$ cat src/rtl/moxie_mem_arb_if.sv
// Bus bundle between the moxie pipeline requesters, the memory arbiter and the memory port.
// Signal suffixes (_i/_o) are named from the arbiter's point of view.
interface moxie_mem_arb_if #(
  parameter int ADDR_W = 32,
  parameter int DATA_W = 32
);
  logic                  if_req_i;
  logic [ADDR_W-1:0]     if_addr_i;
  logic                  if_ack_o;
  logic [DATA_W-1:0]     if_rdata_o;

  logic                  d_req_i;
  logic                  d_we_i;
  logic [ADDR_W-1:0]     d_addr_i;
  logic [DATA_W-1:0]     d_wdata_i;
  logic [DATA_W/8-1:0]   d_sel_i;
  logic                  d_ack_o;
  logic [DATA_W-1:0]     d_rdata_o;

  logic                  mem_req_o;
  logic                  mem_we_o;
  logic [ADDR_W-1:0]     mem_addr_o;
  logic [DATA_W-1:0]     mem_wdata_o;
  logic [DATA_W/8-1:0]   mem_sel_o;
  logic                  mem_ack_i;
  logic [DATA_W-1:0]     mem_rdata_i;

  // Arbiter side
  modport slave (
    input  if_req_i, if_addr_i,
    output if_ack_o, if_rdata_o,
    input  d_req_i, d_we_i, d_addr_i, d_wdata_i, d_sel_i,
    output d_ack_o, d_rdata_o,
    output mem_req_o, mem_we_o, mem_addr_o, mem_wdata_o, mem_sel_o,
    input  mem_ack_i, mem_rdata_i
  );

  // Pipeline requesters and memory model side
  modport master (
    output if_req_i, if_addr_i,
    input  if_ack_o, if_rdata_o,
    output d_req_i, d_we_i, d_addr_i, d_wdata_i, d_sel_i,
    input  d_ack_o, d_rdata_o,
    input  mem_req_o, mem_we_o, mem_addr_o, mem_wdata_o, mem_sel_o,
    output mem_ack_i, mem_rdata_i
  );
endinterface

$ cat src/rtl/moxie_mem_arb.sv
// Two-requester arbiter (instruction fetch, data) onto the single moxie memory port.
// Data has priority; a starvation counter forces a fetch grant after STARVE_MAX data wins.
module moxie_mem_arb #(
  parameter int ADDR_W     = 32,
  parameter int DATA_W     = 32,
  parameter int STARVE_MAX = 4
) (
  input  logic              clk,
  input  logic              reset,
  moxie_mem_arb_if.slave    bus,
  output logic              owner_o,
  output logic              busy_o
);

  localparam int SEL_W = DATA_W / 8;
  localparam int CNT_W = $clog2(STARVE_MAX + 1);
  localparam logic [CNT_W-1:0] STARVE_LIM = CNT_W'(STARVE_MAX);

  localparam logic [1:0] S_IDLE = 2'd0;
  localparam logic [1:0] S_GNT  = 2'd1;
  localparam logic [1:0] S_RESP = 2'd2;

  logic [1:0]        state_q, state_d;
  logic [CNT_W-1:0]  starve_q, starve_d;
  logic              owner_q, owner_d;
  logic              mem_we_q, mem_we_d;
  logic [ADDR_W-1:0] mem_addr_q, mem_addr_d;
  logic [DATA_W-1:0] mem_wdata_q, mem_wdata_d;
  logic [SEL_W-1:0]  mem_sel_q, mem_sel_d;
  logic [DATA_W-1:0] if_rdata_q, if_rdata_d;
  logic [DATA_W-1:0] d_rdata_q, d_rdata_d;
  logic              fetch_win;

  function automatic logic fetch_wins(input logic ireq, input logic dreq,
                                      input logic [CNT_W-1:0] cnt);
    return ireq && (!dreq || (cnt == STARVE_LIM));
  endfunction

  // Starvation only accumulates while fetch is actually waiting behind data.
  function automatic logic [CNT_W-1:0] starve_after_data(input logic [CNT_W-1:0] cnt,
                                                         input logic ireq);
    if (!ireq)
      return '0;
    else if (cnt == STARVE_LIM)
      return cnt;
    else
      return cnt + CNT_W'(1);
  endfunction

  always_comb begin
    state_d     = state_q;
    starve_d    = starve_q;
    owner_d     = owner_q;
    mem_we_d    = mem_we_q;
    mem_addr_d  = mem_addr_q;
    mem_wdata_d = mem_wdata_q;
    mem_sel_d   = mem_sel_q;
    if_rdata_d  = if_rdata_q;
    d_rdata_d   = d_rdata_q;
    fetch_win   = fetch_wins(bus.if_req_i, bus.d_req_i, starve_q);

    case (state_q)
      S_IDLE: begin
        if (bus.if_req_i || bus.d_req_i) begin
          state_d = S_GNT;
          owner_d = !fetch_win;
          if (fetch_win) begin
            starve_d    = '0;
            mem_we_d    = 1'b0;
            mem_addr_d  = bus.if_addr_i;
            mem_wdata_d = '0;
            mem_sel_d   = '1;
          end else begin
            starve_d    = starve_after_data(starve_q, bus.if_req_i);
            mem_we_d    = bus.d_we_i;
            mem_addr_d  = bus.d_addr_i;
            mem_wdata_d = bus.d_wdata_i;
            mem_sel_d   = bus.d_sel_i;
          end
        end
      end
      S_GNT: begin
        if (bus.mem_ack_i) begin
          state_d = S_RESP;
          if (!mem_we_q) begin
            if (owner_q)
              d_rdata_d = bus.mem_rdata_i;
            else
              if_rdata_d = bus.mem_rdata_i;
          end
        end
      end
      S_RESP:  state_d = S_IDLE;
      default: state_d = S_IDLE;
    endcase
  end

  always_ff @(posedge clk or negedge reset) begin
    if (!reset) begin
      state_q     <= S_IDLE;
      starve_q    <= '0;
      owner_q     <= 1'b0;
      mem_we_q    <= 1'b0;
      mem_addr_q  <= '0;
      mem_wdata_q <= '0;
      mem_sel_q   <= '0;
      if_rdata_q  <= '0;
      d_rdata_q   <= '0;
    end else begin
      state_q     <= state_d;
      starve_q    <= starve_d;
      owner_q     <= owner_d;
      mem_we_q    <= mem_we_d;
      mem_addr_q  <= mem_addr_d;
      mem_wdata_q <= mem_wdata_d;
      mem_sel_q   <= mem_sel_d;
      if_rdata_q  <= if_rdata_d;
      d_rdata_q   <= d_rdata_d;
    end
  end

  // Handshake outputs decode straight from state so reset clears them asynchronously.
  assign bus.mem_req_o   = (state_q == S_GNT);
  assign bus.mem_we_o    = mem_we_q;
  assign bus.mem_addr_o  = mem_addr_q;
  assign bus.mem_wdata_o = mem_wdata_q;
  assign bus.mem_sel_o   = mem_sel_q;
  assign bus.if_ack_o    = (state_q == S_RESP) && !owner_q;
  assign bus.d_ack_o     = (state_q == S_RESP) &&  owner_q;
  assign bus.if_rdata_o  = if_rdata_q;
  assign bus.d_rdata_o   = d_rdata_q;
  assign owner_o         = owner_q;
  assign busy_o          = (state_q == S_GNT) || (state_q == S_RESP);

endmodule

$ cat src/flat_wrapper.sv
// flat-port wrapper written by rule: the top's interface ports become plain ports
module moxie_mem_arb_flat 
#(
  parameter int ADDR_W     = 32,
  parameter int DATA_W     = 32,
  parameter int STARVE_MAX = 4
)
  (clk, reset, owner_o, busy_o, bus_if_req_i, bus_if_addr_i, bus_if_ack_o, bus_if_rdata_o, bus_d_req_i, bus_d_we_i, bus_d_addr_i, bus_d_wdata_i, bus_d_sel_i, bus_d_ack_o, bus_d_rdata_o, bus_mem_req_o, bus_mem_we_o, bus_mem_addr_o, bus_mem_wdata_o, bus_mem_sel_o, bus_mem_ack_i, bus_mem_rdata_i);
  moxie_mem_arb_if #(.ADDR_W(ADDR_W), .DATA_W(DATA_W)) bus_i ();
  input  logic clk;
  input  logic reset;
  output logic owner_o;
  output logic busy_o;
  input wire logic [$bits(bus_i.if_req_i)-1:0] bus_if_req_i;
  input wire logic [$bits(bus_i.if_addr_i)-1:0] bus_if_addr_i;
  output wire logic [$bits(bus_i.if_ack_o)-1:0] bus_if_ack_o;
  output wire logic [$bits(bus_i.if_rdata_o)-1:0] bus_if_rdata_o;
  input wire logic [$bits(bus_i.d_req_i)-1:0] bus_d_req_i;
  input wire logic [$bits(bus_i.d_we_i)-1:0] bus_d_we_i;
  input wire logic [$bits(bus_i.d_addr_i)-1:0] bus_d_addr_i;
  input wire logic [$bits(bus_i.d_wdata_i)-1:0] bus_d_wdata_i;
  input wire logic [$bits(bus_i.d_sel_i)-1:0] bus_d_sel_i;
  output wire logic [$bits(bus_i.d_ack_o)-1:0] bus_d_ack_o;
  output wire logic [$bits(bus_i.d_rdata_o)-1:0] bus_d_rdata_o;
  output wire logic [$bits(bus_i.mem_req_o)-1:0] bus_mem_req_o;
  output wire logic [$bits(bus_i.mem_we_o)-1:0] bus_mem_we_o;
  output wire logic [$bits(bus_i.mem_addr_o)-1:0] bus_mem_addr_o;
  output wire logic [$bits(bus_i.mem_wdata_o)-1:0] bus_mem_wdata_o;
  output wire logic [$bits(bus_i.mem_sel_o)-1:0] bus_mem_sel_o;
  input wire logic [$bits(bus_i.mem_ack_i)-1:0] bus_mem_ack_i;
  input wire logic [$bits(bus_i.mem_rdata_i)-1:0] bus_mem_rdata_i;
  assign bus_i.if_req_i = bus_if_req_i;
  assign bus_i.if_addr_i = bus_if_addr_i;
  assign bus_if_ack_o = bus_i.if_ack_o;
  assign bus_if_rdata_o = bus_i.if_rdata_o;
  assign bus_i.d_req_i = bus_d_req_i;
  assign bus_i.d_we_i = bus_d_we_i;
  assign bus_i.d_addr_i = bus_d_addr_i;
  assign bus_i.d_wdata_i = bus_d_wdata_i;
  assign bus_i.d_sel_i = bus_d_sel_i;
  assign bus_d_ack_o = bus_i.d_ack_o;
  assign bus_d_rdata_o = bus_i.d_rdata_o;
  assign bus_mem_req_o = bus_i.mem_req_o;
  assign bus_mem_we_o = bus_i.mem_we_o;
  assign bus_mem_addr_o = bus_i.mem_addr_o;
  assign bus_mem_wdata_o = bus_i.mem_wdata_o;
  assign bus_mem_sel_o = bus_i.mem_sel_o;
  assign bus_i.mem_ack_i = bus_mem_ack_i;
  assign bus_i.mem_rdata_i = bus_mem_rdata_i;
  moxie_mem_arb #(.ADDR_W(ADDR_W), .DATA_W(DATA_W), .STARVE_MAX(STARVE_MAX)) u_core (.clk(clk), .reset(reset), .bus(bus_i), .owner_o(owner_o), .busy_o(busy_o));
endmodule
$ cat config.mk
export PLATFORM = sky130hd
export DESIGN_NAME = moxie_mem_arb_flat
export DESIGN_NICKNAME = d
export VERILOG_FILES = /design/src/rtl/moxie_mem_arb_if.sv /design/src/rtl/moxie_mem_arb.sv /design/src/flat_wrapper.sv
export SDC_FILE = /design/constraint.sdc
export NUM_CORES = 1
export LEC_CHECK = 0
export BUFFER_PORTS_ARGS = -buffer_cell sky130_fd_sc_hd__buf_2
export CORE_MARGIN = 2
export CORE_UTILIZATION = 42
export DETAILED_ROUTE_END_ITERATION = 10
export PLACE_DENSITY_LB_ADDON = 0.12
export RECOVER_POWER = 100
export REMOVE_ABC_BUFFERS = 1
export SETUP_SLACK_MARGIN = 0.15
export SLEW_MARGIN = 15
export SYNTH_ARGS = -nofsm -noshare
export SYNTH_HDL_FRONTEND = slang
export SYNTH_SLANG_ARGS = --single-unit
$ cat constraint.sdc
create_clock -name clk -period 1.59 [get_ports clk]
set_clock_uncertainty 0.1 [all_clocks]
set_input_delay 0.0795 -clock clk [delete_from_list [all_inputs] [get_ports clk]]
set_output_delay 0.0795 -clock clk [all_outputs]
set_load 0.02 [all_outputs]
Word level (Yosys, flattened, before mapping). Index checks and enable logic that the tools add are counted.

Register bits after elaboration: 139. Input bits: 138. Output and inout port bits: 138. Word-level logic and storage cells: 43.

$add $sub $neg: 1. Equality and inequality tests: 6. Multiplexer cells: 10. Bitwise operators: 2. Reductions and logical operators: 15.

Operators by type and width (number): $mux 32 (2); $mux 3 (3); $reduce_and 4->1 (2); $mux 2 (2); $mux 4 (1); $ne 2x1->1 const B (2); $pmux 2 s2 (1); $reduce_and 2->1 (2); $add 3x1->3 const B (1); $eq 3x3->1 const B (1); $logic_and 1x1->1 (3); $logic_not 1->1 (3); $logic_or 1x1->1 (3); $ne 3x2->1 const B (1); $reduce_and 3->1 (1); $eq 2x1->1 const B (1); $eq 2x2->1 const B (1); $logic_not 2->1 (1); $not 1->1 (2); $mux 1 (1).

Longest topological paths before layout. Gate-level depths: netlist of run 1.

Word-level depth: 5. Mapped depth: 8. Gate-level depth less buffers: 5.

Worst setup path after synthesis of run 1. No wires, ideal clock.

Path kind: reg-to-reg. Start: reg u_core.state_q[1]. End: reg u_core.if_rdata_q[10], in the netlist u_core.bus.if_rdata_o[10]. Library setup time: 125 ps. Data arrival time: 1693 ps. Path slack: -328 ps. Cell stages (with the launch flop): 7. Path buffers: 1. Period minus slack after synthesis: 1918 ps. Cell sequence: dfrtp_1 > inv_1 > ha_1 > nand2_1 > nor3_2 > buf_2 > mux2_2.

Word-level cells in the longest chain between the ends: 2.

RTL lines: from (decl) (RTL line moxie_mem_arb.sv:23) `logic [1:0] state_q, state_d;`; from (signal assigned) (RTL line moxie_mem_arb.sv:110) `state_q <= state_d;`; $eq 2x1->1; named net bus_mem_req_o (RTL line flat_wrapper.sv:25) `output wire logic [$bits(bus_i.mem_req_o)-1:0] bus_mem_req_o;`; $reduce_and 4->1 (no source line); to (signal assigned) (RTL line moxie_mem_arb.sv:117) `if_rdata_q <= if_rdata_d;`; to (decl) (RTL line moxie_mem_arb.sv:30) `logic [DATA_W-1:0] if_rdata_q, if_rdata_d;`.

The timed path passes the listed nets, and every way through them passes these cells. A chain may end at the register's enable or synchronous reset.

Worst setup path in the final report of run 1.
Start: reg u_core.state_q[1]. End: reg u_core.if_rdata_q[9], in the netlist u_core.bus.if_rdata_o[9].

Word-level cells in the longest chain between the ends: 2.

RTL lines: $eq 2x1->1 (RTL line moxie_mem_arb.sv:62) `case (state_q)`; $reduce_and 4->1 (no source line).

No other way between the ends.

==> out/qor.txt, run 1 <==
Status: complete, but fails checks
Violated checks: negative setup slack
Total CTS buffers: 17
Clock root buffer: clkbuf_16
Worst Max-Slew Pin Slew: 993 ps
Fin crit share: 1.12
Depth of the CTS H-tree: 4
Antenna viol nets, final: 0
First-pass GRT wire length: 29,900 um
Pleak: 4.69 nW
Clk pin slew, worst setup/hold paths: 60 ps
RSZ-0062 raised after global routing: yes
Max-Cap Viols: 0
Synth Register Bits: 139
Vias in the first global route: 6,050
Final worst-path setup slack: -191 ps
Total Routed Length: 22,200 um
Setup-failing EPs final: 96
1st-iter DRT viols: 317
Vias/cell: 5.21
CTS sink count: 139
Final min period: 1780 ps
Initial antenna violation count: 1
Ys async rst share: 1.00
Fmax: 562 MHz
CTS tree: done
Via count: 6,054
CORE AREA: 13,900 um^2
Max VDD drop: 1.07 mV
Tot GR Track Use: 0.258
Die H: 123 um
Critical path startpoint: u_core.state_q[1]
Mapped Area: 5960 um^2
Post-synth top area share: 0.583
I/O pins: 276
Top post-synthesis cells by count: dfrtp_1, nand2_1, mux2_2, nand4_1, o211ai_2
Arrival time worst endpoint: 1970 ps
Slew Limit Fails: 0
Power Density: 1970 nW/um^2
Crit path max fanout: 8
Synth area leader: dfrtp_1
Synth area leaders: dfrtp_1, mux2_2, nand2_1, o211ai_2, nand4_1
Inst Count DP: 962
Routability cong.: 0.793
Finished Layout Cells: 1,162
Worst setup SP type: register
Post-route DRC: 0
Crit path kind: register to register
Layout cells sized above 1: 0.345
Most common cell in the netlist: dfrtp_1
DP Wirelength: 11,900 um
Worst min-delay path class: primary input to async pin
Final Hold Viols: 0
Die Area: 15,200 um^2
Grt ovf: 0
Row count: 43
Final nets: 1,112
Clk Latency, worst-skew pair: 410 ps
Sequential cell area fraction in the yosys report: 0.583
Crit. End Element: register
Pin count of the biggest net entering global routing: 48
Number of flops mapped to enable cells by yosys: 0
PortBufs: 275
Cells after Synth: 521
Area Overhead vs Synth: 70.7%
Most used flip-flop cell after synthesis: dfrtp_1
Launching point of the worst reg2reg path: u_core.state_q[1]
Critical Path RT: 1780 ps
Die width: 123 um
Worst r2r path cells: 7
Yosys cell types: 29
Fill count: 1,031
Mean area per synthesized cell: 11.4 um^2
Clock Path Buffers: 2
FF+latch area: 3480 um^2
Routed WL per cell: 19.1 um
Synth warn: 0
DRT Pass-1 Iters: 4
Starting Density: 0.430
Slew HR: 0.338
Hold Slack: 280 ps
Area of the multi-input gates: 2460 um^2
-- cells by family after synthesis --
family / after synthesis / share of synthesized area
buffers and inverters: 46 / 0.0399
and+or+nand+nor: 183 / 0.134
DFF: 139 / 0.583
muxes: 65 / 0.123
AOI/OAI and AO/OA: 82 / 0.108
adders and majority gates: 6 / 0.0126
-- final timing paths --
path,slack [ps],to
max in group asynchronous,190,u_core.bus.d_rdata_o[27]
hold reg to reg,370,u_core.bus.mem_wdata_o[5]
setup reg to reg,-190,u_core.bus.if_rdata_o[9]
setup / recovery,-190,u_core.bus.if_rdata_o[9]
hold / removal,280,u_core.bus.d_rdata_o[17]
min in group clk,340,u_core.bus.mem_wdata_o[29]
-- sequential cells by signal, indices dropped and copies added (netlist names) --
| signal | cells |
|---|---|
| u_core.bus.d_rdata_o | 32 |
| u_core.bus.if_rdata_o | 32 |
| u_core.bus.mem_addr_o | 32 |
| u_core.bus.mem_sel_o | 4 |
| u_core.bus.mem_wdata_o | 32 |
| u_core.bus.mem_we_o | 1 |
| u_core.owner_o | 1 |
| u_core.starve_q | 3 |
| u_core.state_q | 2 |
-- routing by layer --
layer  routed length [um]  GRT usage  share of wire  vias up
li1                     -          -              -     2715
met1                 8570      0.300           0.39     2929
met2                11000      0.443           0.50      350
met3                 1800     0.0766          0.081       60
met4                  740      0.109          0.033        0
met5                    0          0              0        -
-- placed cells by master (no fill, tap or decap), types with 3 or more instances in the layout --
cell type      count
a21oi_1            6
buf_12            10
buf_16             3
buf_2            137
buf_4             20
buf_6             11
buf_8              3
clkbuf_1         136
clkbuf_16         27
clkbuf_8           4
clkinv_2           6
dfrtp_1          139
dlygate4sd3_1    137
ha_4               3
inv_2              3
mux2_2            39
mux2_4            25
nand2_1          134
nand4_1           32
nor2_1             9
o211ai_1           6
o211ai_2          26
o21ai_0           15
o21ai_1           16
o21ai_2            6
-- final cells by class --
type | count | area share
sequential | 139 | 0.342
multi-input combinational | 337 | 0.242
antenna | 2 | 0.000492
clock inverter | 8 | 0.00664
tap | 180 | 0.0221
timing repair buffer | 468 | 0.337
inverter | 5 | 0.00184
clock buffer | 23 | 0.0479
-- repair_timing --
item	in CTS	in global routing
pin swaps	0	3
resized for setup	22	60
buffers inserted	3	9
endpoints found under the setup margin	143	143
endpoints found under the hold margin	274	0
hold buffers	137	0
cloned	3	15
-- worst max-delay path, stage by stage (launching register included) --
cell,delay [ps]
dfrtp_1,390
inv_2,120
ha_4,160
nand2_4,50
nor3_4,210
buf_6,150
buf_12,140
mux2_2,340
-- power breakdown --
group	total [mW]	switching (mW)	internal (mW)	leakage, nW
Sequential	6.35	1.08	5.27	1.70
Clock	3.75	1.46	2.29	0.278
Combinational	10.0	5.89	4.11	2.71
-- per-stage QoR --
step	cell area [um^2]	total power, mW	util	setup slack, ps	TNS, ps
after CTS	9770	19.2	0.704	-121	-8950
final	10200	20.1	0.733	-191	-10670
after detailed placement	7670	14.7	0.553	-144	-12540
after global placement	7670	14.5	0.553	-93.6	-7100
after floorplan	5740	11.5	-	-2890	-272400
after global routing	10200	21.2	0.733	-259	-19640
Power figures use the tool's default switching activity.
==> run 2: changes to the inputs <==
--- a/config.mk
+++ b/config.mk
@@ -5,10 +5,10 @@
 export SDC_FILE = /design/constraint.sdc
 export NUM_CORES = 1
 export LEC_CHECK = 0
-export BUFFER_PORTS_ARGS = -buffer_cell sky130_fd_sc_hd__buf_2
 export CORE_MARGIN = 2
-export CORE_UTILIZATION = 42
+export CORE_UTILIZATION = 40
 export DETAILED_ROUTE_END_ITERATION = 10
+export DONT_BUFFER_PORTS = 1
 export PLACE_DENSITY_LB_ADDON = 0.12
 export RECOVER_POWER = 100
 export REMOVE_ABC_BUFFERS = 1
==> out/qor.txt, run 2 (synthesized netlist as in run 1, its figures left out) <==
Vias/cell: 5.50 (was 5.21)
Initial antenna violation count: 0 (was 1)
I/O pins: 276 (unchanged)
Layout cells sized above 1: 0.351 (was 0.345)
Pleak: 4.32 nW (was 4.69 nW)
Slew HR: 0.751 (was 0.338)
R2R setup slack: -120 ps (was -190 ps)
First-pass GRT wire length: 31,400 um (was 29,900 um)
Tot GR Track Use: 0.257 (was 0.258)
CORE AREA: 14,500 um^2 (was 13,900 um^2)
CTS sink count: 139 (unchanged)
Post-route design area: 9760 um^2 (was 10,200 um^2)
Total Routed Length: 21,300 um (was 22,200 um)
DRT Pass-1 Iters: 4 (unchanged)
Max VDD drop: 0.914 mV (was 1.07 mV)
Final nets: 863 (was 1,112)
Final worst-path setup slack: -123 ps (was -191 ps)
Critical Path RT: 1780 ps (about the same)
Starting Density: 0.410 (was 0.430)
Most common cell after layout, fill and taps aside: dfrtp_1 (unchanged)
Routability cong.: 0.796 (was 0.793)
PortBufs: 0 (was 275)
Antenna viol nets, final: 0 (unchanged)
Depth of the CTS H-tree: 4 (unchanged)
Final Hold Viols: 139 (was 0)
Power Density: 2120 nW/um^2 (was 1970 nW/um^2)
Worst Max-Slew Pin Slew: 373 ps (was 993 ps)
Most frequent cells in the layout: dfrtp_1, dlygate4sd3_1, nand2_1, mux2_2, nand4_1 (was dfrtp_1, dlygate4sd3_1, buf_2, clkbuf_1, nand2_1)
Clock Path Buffers: 2 (unchanged)
Violated checks: negative hold slack, negative setup slack (was negative setup slack)
Setup-failing EPs final: 125 (was 96)
Total CTS buffers: 17 (unchanged)
Routed WL per cell: 23.2 um (was 19.1 um)
Status: complete, but fails checks (unchanged)
Arrival time worst endpoint: 1910 ps (was 1970 ps)
Number of diodes: 0 (was 2)
Pin count of the biggest net entering global routing: 140 (was 48)
Clock root buffer: clkbuf_16 (unchanged)
Hold Slack: -746 ps (was 280 ps)
Worst setup SP type: register (unchanged)
Fmax: 584 MHz (was 562 MHz)
Slew Limit Fails: 0 (unchanged)
Dpl cell area: 6240 um^2 (was 7670 um^2)
1st-iter DRT viols: 306 (was 317)
Max-Cap Viols: 0 (unchanged)
Clk Latency, worst-skew pair: 420 ps (was 410 ps)
Worst min-delay path class: primary input to async pin (unchanged)
Crit path max fanout: 6 (was 8)
Row count: 44 (was 43)
Crit. End Element: register (unchanged)
Die Area: 15,900 um^2 (was 15,200 um^2)
CTS tree: done (unchanged)
Grt ovf: 0 (unchanged)
Power Total: 20.7 mW (was 20.1 mW)
RSZ-0062 raised after global routing: yes (unchanged)
Vias in the first global route: 5,541 (was 6,050)
Area Overhead vs Synth: 63.8% (was 70.7%)
Die width: 126 um (was 123 um)
Die H: 126 um (was 123 um)
Fin crit share: 1.08 (was 1.12)
DP Wirelength: 10,300 um (was 11,900 um)
Via count: 5,037 (was 6,054)
Clk pin slew, worst setup/hold paths: 60 ps (about the same)
Post-route DRC: 0 (unchanged)
Crit path kind: register to register (unchanged)
Final min period: 1710 ps (was 1780 ps)
==> run 2: stage by stage <==
stage | TNS [ps] | cells | worst slack [ps] | util
4_1_cts | -10110 | 899 | -138 | 0.645
2_1_floorplan | -272400 | 480 | -2890 | -
3_5_place_dp | -7270 | 686 | -171 | 0.430
5_1_grt | -17290 | 916 | -174 | 0.672
6_report | -9290 | 916 | -123 | 0.672
3_3_place_gp | -3410 | 686 | -110 | 0.430
==> run 2: layout make-up <==
class | count | area, um^2
fill | 997 | 4770
sequential | 139 | 3480
timing repair buffer | 219 | 2800
multi-input combinational | 337 | 2600
clock buffer | 19 | 453
tap | 184 | 230
clock inverter | 13 | 189
inverter | 5 | 18.8
==> run 2: critical path, cell delays in order, from the launching register on <==
cell	delay, ps
dfrtp_1	390
inv_2	90
buf_4	130
ha_4	150
buf_6	130
o21ai_4	120
buf_4	190
clkbuf_16	150
nand2_1	70
o211ai_2	70
==> run 2: path summary, 6_finish.rpt <==
check	to	startpoint	cells past startpoint
max	u_core.bus.mem_addr_o[8]	u_core.state_q[1]	9
min	u_core.bus.d_rdata_o[6]	reset	0
max reg2reg	u_core.bus.mem_addr_o[8]	u_core.state_q[1]	9
min reg2reg	u_core.starve_q[0]	u_core.starve_q[0]	2
max in group asynchronous	u_core.state_q[0]	reset	0
min in group clk	u_core.starve_q[0]	bus_d_req_i	4
==> run 2: layer usage <==
metal | vias to the layer above | wire length (um) | GRT usage
met3 | 28 | 1790 | 0.0858
li1 | 2219 | - | -
met5 | - | 0 | 0
met1 | 2505 | 8080 | 0.296
met2 | 285 | 11100 | 0.452
met4 | 0 | 329 | 0.0834
==> run 2: power breakdown <==
part / total, mW / switching, mW / internal (mW)
combinational: 7.67 / 3.35 / 4.32
clock: 4.33 / 1.61 / 2.72
sequential: 8.71 / 3.45 / 5.25
==> run 2: timing repair <==
action | in CTS | in global routing
pin swaps | 36 | 16
gates cloned | 21 | 7
endpoints found under the setup margin | 143 | 143
gates resized for setup | 107 | 52
hold buffers | 136 | 1
setup buffers | 24 | 9
endpoints found under the hold margin | 278 | 141
